File: src/rtl/fpmul_share_arbiter_if.sv
// Bundle for fpmul_share_arbiter: requester side (req/gnt/res_*) plus the
// multiplier-core side (mul_start/mul_done). Arbiter uses 'slave'; environment uses 'master'.
interface fpmul_share_arbiter_if #(
  parameter int NREQ = 4,
  parameter int W    = 32
);
  // Handshakes: a requester holds req[i] (operands valid) until it sees the
  // one-cycle gnt[i]; its product arrives later as a one-cycle res_valid[i]
  // with res_out/res_err. Toward the core, mul_start is a one-cycle launch
  // with mul_a/mul_b valid, and mul_done is a one-cycle strobe with mul_result.
  logic [NREQ-1:0]   req;
  logic [NREQ*W-1:0] opa_in;
  logic [NREQ*W-1:0] opb_in;
  logic [NREQ-1:0]   gnt;
  logic [W-1:0]      res_out;
  logic [NREQ-1:0]   res_valid;
  logic              res_err;
  logic              busy;
  logic              mul_start;
  logic [W-1:0]      mul_a;
  logic [W-1:0]      mul_b;
  logic              mul_done;
  logic [W-1:0]      mul_result;

  modport slave (
    input  req, opa_in, opb_in, mul_done, mul_result,
    output gnt, res_out, res_valid, res_err, busy, mul_start, mul_a, mul_b
  );

  modport master (
    output req, opa_in, opb_in, mul_done, mul_result,
    input  gnt, res_out, res_valid, res_err, busy, mul_start, mul_a, mul_b
  );
endinterface

File: src/rtl/fpmul_share_arbiter.sv
// Round-robin sharing of one floating-point multiplier core among NREQ requesters.
// Define FPMUL_ARB_TIMEOUT_EN to add a WAIT watchdog that aborts a job after TMO cycles.
module fpmul_share_arbiter #(
  parameter int NREQ = 4,
  parameter int W    = 32,
  parameter int TMO  = 64
) (
  input  logic                 CLK,
  input  logic                 Reset,
  fpmul_share_arbiter_if.slave bus,
  output logic [1:0]           state_dbg
);

  localparam int IW = $clog2(NREQ);

  typedef enum logic [1:0] {
    IDLE    = 2'd0,
    LAUNCH  = 2'd1,
    WAIT    = 2'd2,
    DELIVER = 2'd3
  } state_t;

  if (NREQ < 2 || NREQ > 8 || TMO < 2) begin : g_bad_params
    $error("fpmul_share_arbiter: NREQ must be 2..8 and TMO at least 2");
  end

  state_t        state;
  logic [IW-1:0] last;
  logic [IW-1:0] sel;
  logic [IW-1:0] pick;
  logic          found;

`ifdef FPMUL_ARB_TIMEOUT_EN
  localparam int CW = $clog2(TMO);
  logic [CW-1:0] wdog;
`endif

  assign state_dbg = state;

  // Search starts just above the last winner, so a held request waits at most NREQ-1 jobs.
  always_comb begin
    pick  = last;
    found = 1'b0;
    for (int k = 1; k <= NREQ; k++) begin
      if (!found && bus.req[(int'(last) + k) % NREQ]) begin
        found = 1'b1;
        pick  = IW'((int'(last) + k) % NREQ);
      end
    end
  end

  always_ff @(posedge CLK or posedge Reset) begin
    if (Reset) begin
      state         <= IDLE;
      last          <= IW'(NREQ - 1);
      sel           <= '0;
      bus.gnt       <= '0;
      bus.res_valid <= '0;
      bus.res_err   <= 1'b0;
      bus.res_out   <= '0;
      bus.busy      <= 1'b0;
      bus.mul_start <= 1'b0;
      bus.mul_a     <= '0;
      bus.mul_b     <= '0;
`ifdef FPMUL_ARB_TIMEOUT_EN
      wdog          <= '0;
`endif
    end else begin
      bus.gnt       <= '0;
      bus.res_valid <= '0;
      bus.mul_start <= 1'b0;
      case (state)
        IDLE: begin
          if (found) begin
            sel       <= pick;
            last      <= pick;
            bus.gnt   <= NREQ'(1) << pick;
            bus.mul_a <= bus.opa_in[int'(pick)*W +: W];
            bus.mul_b <= bus.opb_in[int'(pick)*W +: W];
            bus.busy  <= 1'b1;
            state     <= LAUNCH;
          end
        end
        LAUNCH: begin
          bus.mul_start <= 1'b1;
`ifdef FPMUL_ARB_TIMEOUT_EN
          wdog          <= '0;
`endif
          state         <= WAIT;
        end
        WAIT: begin
          if (bus.mul_done) begin
            bus.res_out   <= bus.mul_result;
            bus.res_valid <= NREQ'(1) << sel;
            bus.res_err   <= 1'b0;
            state         <= DELIVER;
          end
`ifdef FPMUL_ARB_TIMEOUT_EN
          else if (wdog == CW'(TMO - 1)) begin
            bus.res_out   <= '0;
            bus.res_valid <= NREQ'(1) << sel;
            bus.res_err   <= 1'b1;
            state         <= DELIVER;
          end else begin
            wdog <= wdog + 1'b1;
          end
`endif
        end
        DELIVER: begin
          bus.res_err <= 1'b0;
          bus.busy    <= 1'b0;
          state       <= IDLE;
        end
        default: state <= IDLE;
      endcase
    end
  end

endmodule

File: src/flat_wrapper.sv
// flat-port wrapper written by rule: the top's interface ports become plain ports
module fpmul_share_arbiter_flat 
#(
  parameter int NREQ = 4,
  parameter int W    = 32,
  parameter int TMO  = 64
)
  (CLK, Reset, state_dbg, bus_req, bus_opa_in, bus_opb_in, bus_mul_done, bus_mul_result, bus_gnt, bus_res_out, bus_res_valid, bus_res_err, bus_busy, bus_mul_start, bus_mul_a, bus_mul_b);
  fpmul_share_arbiter_if #(.NREQ(NREQ), .W(W)) bus_i ();
  input  logic CLK;
  input  logic Reset;
  output logic [1:0] state_dbg;
  input wire logic [$bits(bus_i.req)-1:0] bus_req;
  input wire logic [$bits(bus_i.opa_in)-1:0] bus_opa_in;
  input wire logic [$bits(bus_i.opb_in)-1:0] bus_opb_in;
  input wire logic [$bits(bus_i.mul_done)-1:0] bus_mul_done;
  input wire logic [$bits(bus_i.mul_result)-1:0] bus_mul_result;
  output wire logic [$bits(bus_i.gnt)-1:0] bus_gnt;
  output wire logic [$bits(bus_i.res_out)-1:0] bus_res_out;
  output wire logic [$bits(bus_i.res_valid)-1:0] bus_res_valid;
  output wire logic [$bits(bus_i.res_err)-1:0] bus_res_err;
  output wire logic [$bits(bus_i.busy)-1:0] bus_busy;
  output wire logic [$bits(bus_i.mul_start)-1:0] bus_mul_start;
  output wire logic [$bits(bus_i.mul_a)-1:0] bus_mul_a;
  output wire logic [$bits(bus_i.mul_b)-1:0] bus_mul_b;
  assign bus_i.req = bus_req;
  assign bus_i.opa_in = bus_opa_in;
  assign bus_i.opb_in = bus_opb_in;
  assign bus_i.mul_done = bus_mul_done;
  assign bus_i.mul_result = bus_mul_result;
  assign bus_gnt = bus_i.gnt;
  assign bus_res_out = bus_i.res_out;
  assign bus_res_valid = bus_i.res_valid;
  assign bus_res_err = bus_i.res_err;
  assign bus_busy = bus_i.busy;
  assign bus_mul_start = bus_i.mul_start;
  assign bus_mul_a = bus_i.mul_a;
  assign bus_mul_b = bus_i.mul_b;
  fpmul_share_arbiter #(.NREQ(NREQ), .W(W), .TMO(TMO)) u_core (.CLK(CLK), .Reset(Reset), .bus(bus_i), .state_dbg(state_dbg));
endmodule
File: config.mk
export PLATFORM = sky130hd
export DESIGN_NAME = fpmul_share_arbiter_flat
export DESIGN_NICKNAME = d
export VERILOG_FILES = /design/src/rtl/fpmul_share_arbiter_if.sv /design/src/rtl/fpmul_share_arbiter.sv /design/src/flat_wrapper.sv
export SDC_FILE = /design/constraint.sdc
export NUM_CORES = 1
export LEC_CHECK = 0
export BUFFER_PORTS_ARGS = -buffer_cell sky130_fd_sc_hd__buf_2
export CORE_AREA = 2 2 157 159
export CTS_BUF_LIST = sky130_fd_sc_hd__clkbuf_16
export DETAILED_ROUTE_END_ITERATION = 8
export DIE_AREA = 0 0 159 161
export GPL_TIMING_DRIVEN = 0
export SLEW_MARGIN = 40
export SYNTH_ARGS = -nofsm -noshare
export SYNTH_HDL_FRONTEND = slang
export SYNTH_SLANG_ARGS = --single-unit
File: constraint.sdc
create_clock -name CLK -period 9.74 [get_ports CLK]
set_clock_uncertainty 0.15 [all_clocks]
set_input_delay 1.948 -clock CLK [delete_from_list [all_inputs] [get_ports CLK]]
set_output_delay 1.948 -clock CLK [all_outputs]
set_load 0.01 [all_outputs]
==> impl_metrics.py <==
metrics = {
    "finish": {
        "layout.nets": 1209,
        "drive_gt1_share_pct": 53.8,
        "regArea_mm2": 0.00281,
        "synthToLayoutAreaGrowth_pct": 47.0,
        "nFillCells": 2463,
        "multi_input_area_mm2": 0.00275,
    },
    "synthesis": {
        "synthArstFlopShare_pct": 100,
        "yosys_warnings": 0,
        "synth-seq-cells": 112,
        "syn-instance-count": 495,
        "synth_edf_count": 0,
        "synth_area_mm2": 0.00590,
        "synth_ff_type": "dfrtp_1",
        "ys_seq_area_share_pct": 47.5,
        "synth_nets": 795,
        "avgSynthCellArea_um2": 11.9,
        "synth_cell_types": 34,
    },
    "place": {
        "dp_slack_ps": 5660,
        "gp_congestion": 0.798,
        "portBuffers": 402,
        "hpwlAfterDp_um": 16900,
    },
    "clocking": {
        "cts.hold.buffers_added": 0,
        "clockBufferDepth": 2,
        "cts_setup_buffers": 0,
        "cts_root_buf": "clkbuf_16",
        "cts.htree.levels": 3,
        "cts_resized": 0,
        "cts_buffers": 9,
        "clk_latency_ps": 360,
        "clock_sinks": 112,
        "cts_tree": "yes",
        "clk_pin_slew_worst_paths_ps": 80,
    },
    "timing": {
        "max_freq_mhz": 274,
        "hold_viol_final": 0,
        "worst_slack_ps": 6090,
        "setup_tns_ps": 0,
        "relSlewSlack_pct": 56.9,
        "rsz0062_at_grt": "false",
        "slew_viol_final": 0,
        "period_share_pct": 37.4,
        "worst_pin_slew_ps": 647,
        "timing.final.crit_period_ps": 3650,
        "setup_viol": 0,
    },
    "min_path": {
        "whs_path_depth": 2,
        "hold_path_class": "reg2reg",
        "min_from": "u_core.bus.mul_a[25]$_DFFE_PP0P_",
    },
    "grt": {
        "track_usage_pct": 16.5,
        "met1_usage_pct": 19.2,
        "grt_busiest_layer": "met2",
        "grt_pass1_wl_um": 33000,
        "antenna_found_initial": 1,
        "first_global_vias": 5936,
        "gr-total-overflow": 0,
        "use_met2_pct": 29.3,
        "grt_max_degree": 68,
        "grt_util_met3_pct": 4.75,
    },
    "setup_path": {
        "reg2reg_from": "u_core.state_dbg[0]$_DFFE_PP0P_",
        "endpoint_kind": "flop",
        "worstPathArrival_ps": 3770,
        "critPathKind": "in2reg",
        "cp_max_fo": 10,
        "worstPathRequired_ps": 9860,
        "crit_start": "bus_req[3]",
        "r2r_cells": 5,
        "startpoint_type": "input pin",
    },
    "detailed_routing": {
        "vias": 5579,
        "finalWirelength_um": 21500,
        "ant_nets": 0,
        "drcViolationCount": 0,
        "drt_iter0_drc": 240,
        "routedWlPerCell_um": 17.4,
        "vias_per_cell": 4.50,
        "firstDrtPassIters": 4,
    },
    "die": {
        "core_mm2": 0.0240,
        "pin_count": 404,
        "die_h_um": 161,
        "die-area_mm2": 0.0256,
        "rows": 57,
        "die_w_um": 159,
        "start_util_pct": 24.6,
    },
    "pwr": {
        "ir_worst_vdd_uv": 141,
        "p_leak_nw": 4.65,
        "powerDensity_mw_per_mm2": 303,
    },
    "run_status": {
        "status": "finished, final reports clean",
    },
    "job": {
        "cap_violations": 0,
    },
}
-- synthesized netlist by cell type (6+ instances only) --
master | n | area, um2
buf_6 | 6 | 67.6
inv_1 | 6 | 22.5
buf_8 | 8 | 120
nor2_1 | 7 | 26.3
nand2_1 | 72 | 270
o221ai_1 | 65 | 569
mux2_2 | 32 | 360
dfrtp_1 | 110 | 2750
buf_4 | 6 | 45.0
buf_2 | 14 | 70.1
mux2i_1 | 129 | 1290
clkbuf_1 | 6 | 22.5
-- area by class of cell --
cell class                 count  area share, %
sequential                   112           32.3
multi-input combinational    336           31.6
timing repair buffer         403           23.5
tap                          324           4.67
buffer                        40           3.75
clock buffer                   9           2.60
clock inverter                 7           1.11
inverter                       7          0.389
antenna                        1         0.0288
-- power breakdown --
group | internal, mW | total [mW] | switching, mW
Combinational | 0.642 | 1.41 | 0.764
Sequential | 0.697 | 0.818 | 0.121
Clock | 0.190 | 0.404 | 0.214
-- cell usage in the layout (no fill, tap or decap), types with 7 or more instances in the layout --
cell | synthesis | layout
buf_2 | 14 | 416
buf_8 | 8 | 8
clkbuf_16 | 0 | 9
dfrtp_1 | 110 | 110
mux2_2 | 32 | 32
mux2i_1 | 129 | 129
nand2_1 | 72 | 72
nor2_1 | 7 | 7
o221ai_1 | 65 | 65
-- registers in the layout, summed over array words and instances, names as in the netlist --
| name | flops |
|---|---|
| u_core.state_dbg | 2 |
| u_core.bus.busy | 1 |
| u_core.last | 2 |
| u_core.bus.mul_a | 32 |
| u_core.bus.res_valid | 4 |
| u_core.bus.mul_b | 32 |
| u_core.bus.mul_start | 1 |
| u_core.sel | 2 |
| u_core.bus.gnt | 4 |
| u_core.bus.res_out | 32 |
-- worst paths after layout --
kind / to / slack (ps)
worst max-delay path: u_core.bus.mul_a[7]$_DFFE_PP0P_ / 6090
worst min-delay path: u_core.bus.mul_a[25]$_DFFE_PP0P_ / 340
worst max register to register: u_core.bus.res_out[13]$_DFFE_PP0P_ / 7440
worst min register to register: u_core.bus.mul_a[25]$_DFFE_PP0P_ / 340
max in group asynchronous: u_core.last[1]$_DFFE_PP1P_ / 7370
min in group asynchronous: u_core.bus.res_out[28]$_DFFE_PP0P_ / 1420
-- cell families (layout without fill, tap and decap cells) --
family | after synthesis | after routing | share of synthesized area, %
AO/OA/AOI/OAI | 77 | 77 | 10.9
buffers and inverters | 47 | 466 | 5.96
multiplexers | 161 | 161 | 28.0
flip-flops | 112 | 112 | 47.5
AND/OR/NAND/NOR | 92 | 92 | 6.55
other | 1 | 2 | 0.0635
adder cells (fa/ha/maj) | 5 | 5 | 1.06
-- critical path, stage by stage --
cell      delay (ps)
buf_2            130
or4_4            560
nand2_1          250
buf_2            390
buf_2            320
nand2_1           90
o221ai_1          70
-- per-layer routing --
layer  share of wire, %  up-vias  wire, um
met2                 50      264     10800
met3                8.0       19      1720
met4                1.8        0       390
met1                 40     2625      8630
li1                   -     2671         -
met5                  0        -         0
-- metrics by stage --
| step | hold WS, ps | cells | util, % | power, mW | area (um2) |
|---|---|---|---|---|---|
| global route | 356 | 1238 | 36.2 | 2.83 | 8680 |
| global placement | 315 | 1221 | 34.7 | 2.24 | 8320 |
| floorplan | 309 | 495 | - | 1.71 | 5900 |
| finish | 335 | 1239 | 36.2 | 2.63 | 8680 |
| detailed placement | 318 | 1222 | 34.9 | 2.26 | 8350 |
| CTS | 339 | 1238 | 36.2 | 2.68 | 8680 |
Note: power is estimated with default switching activity, not from simulation.
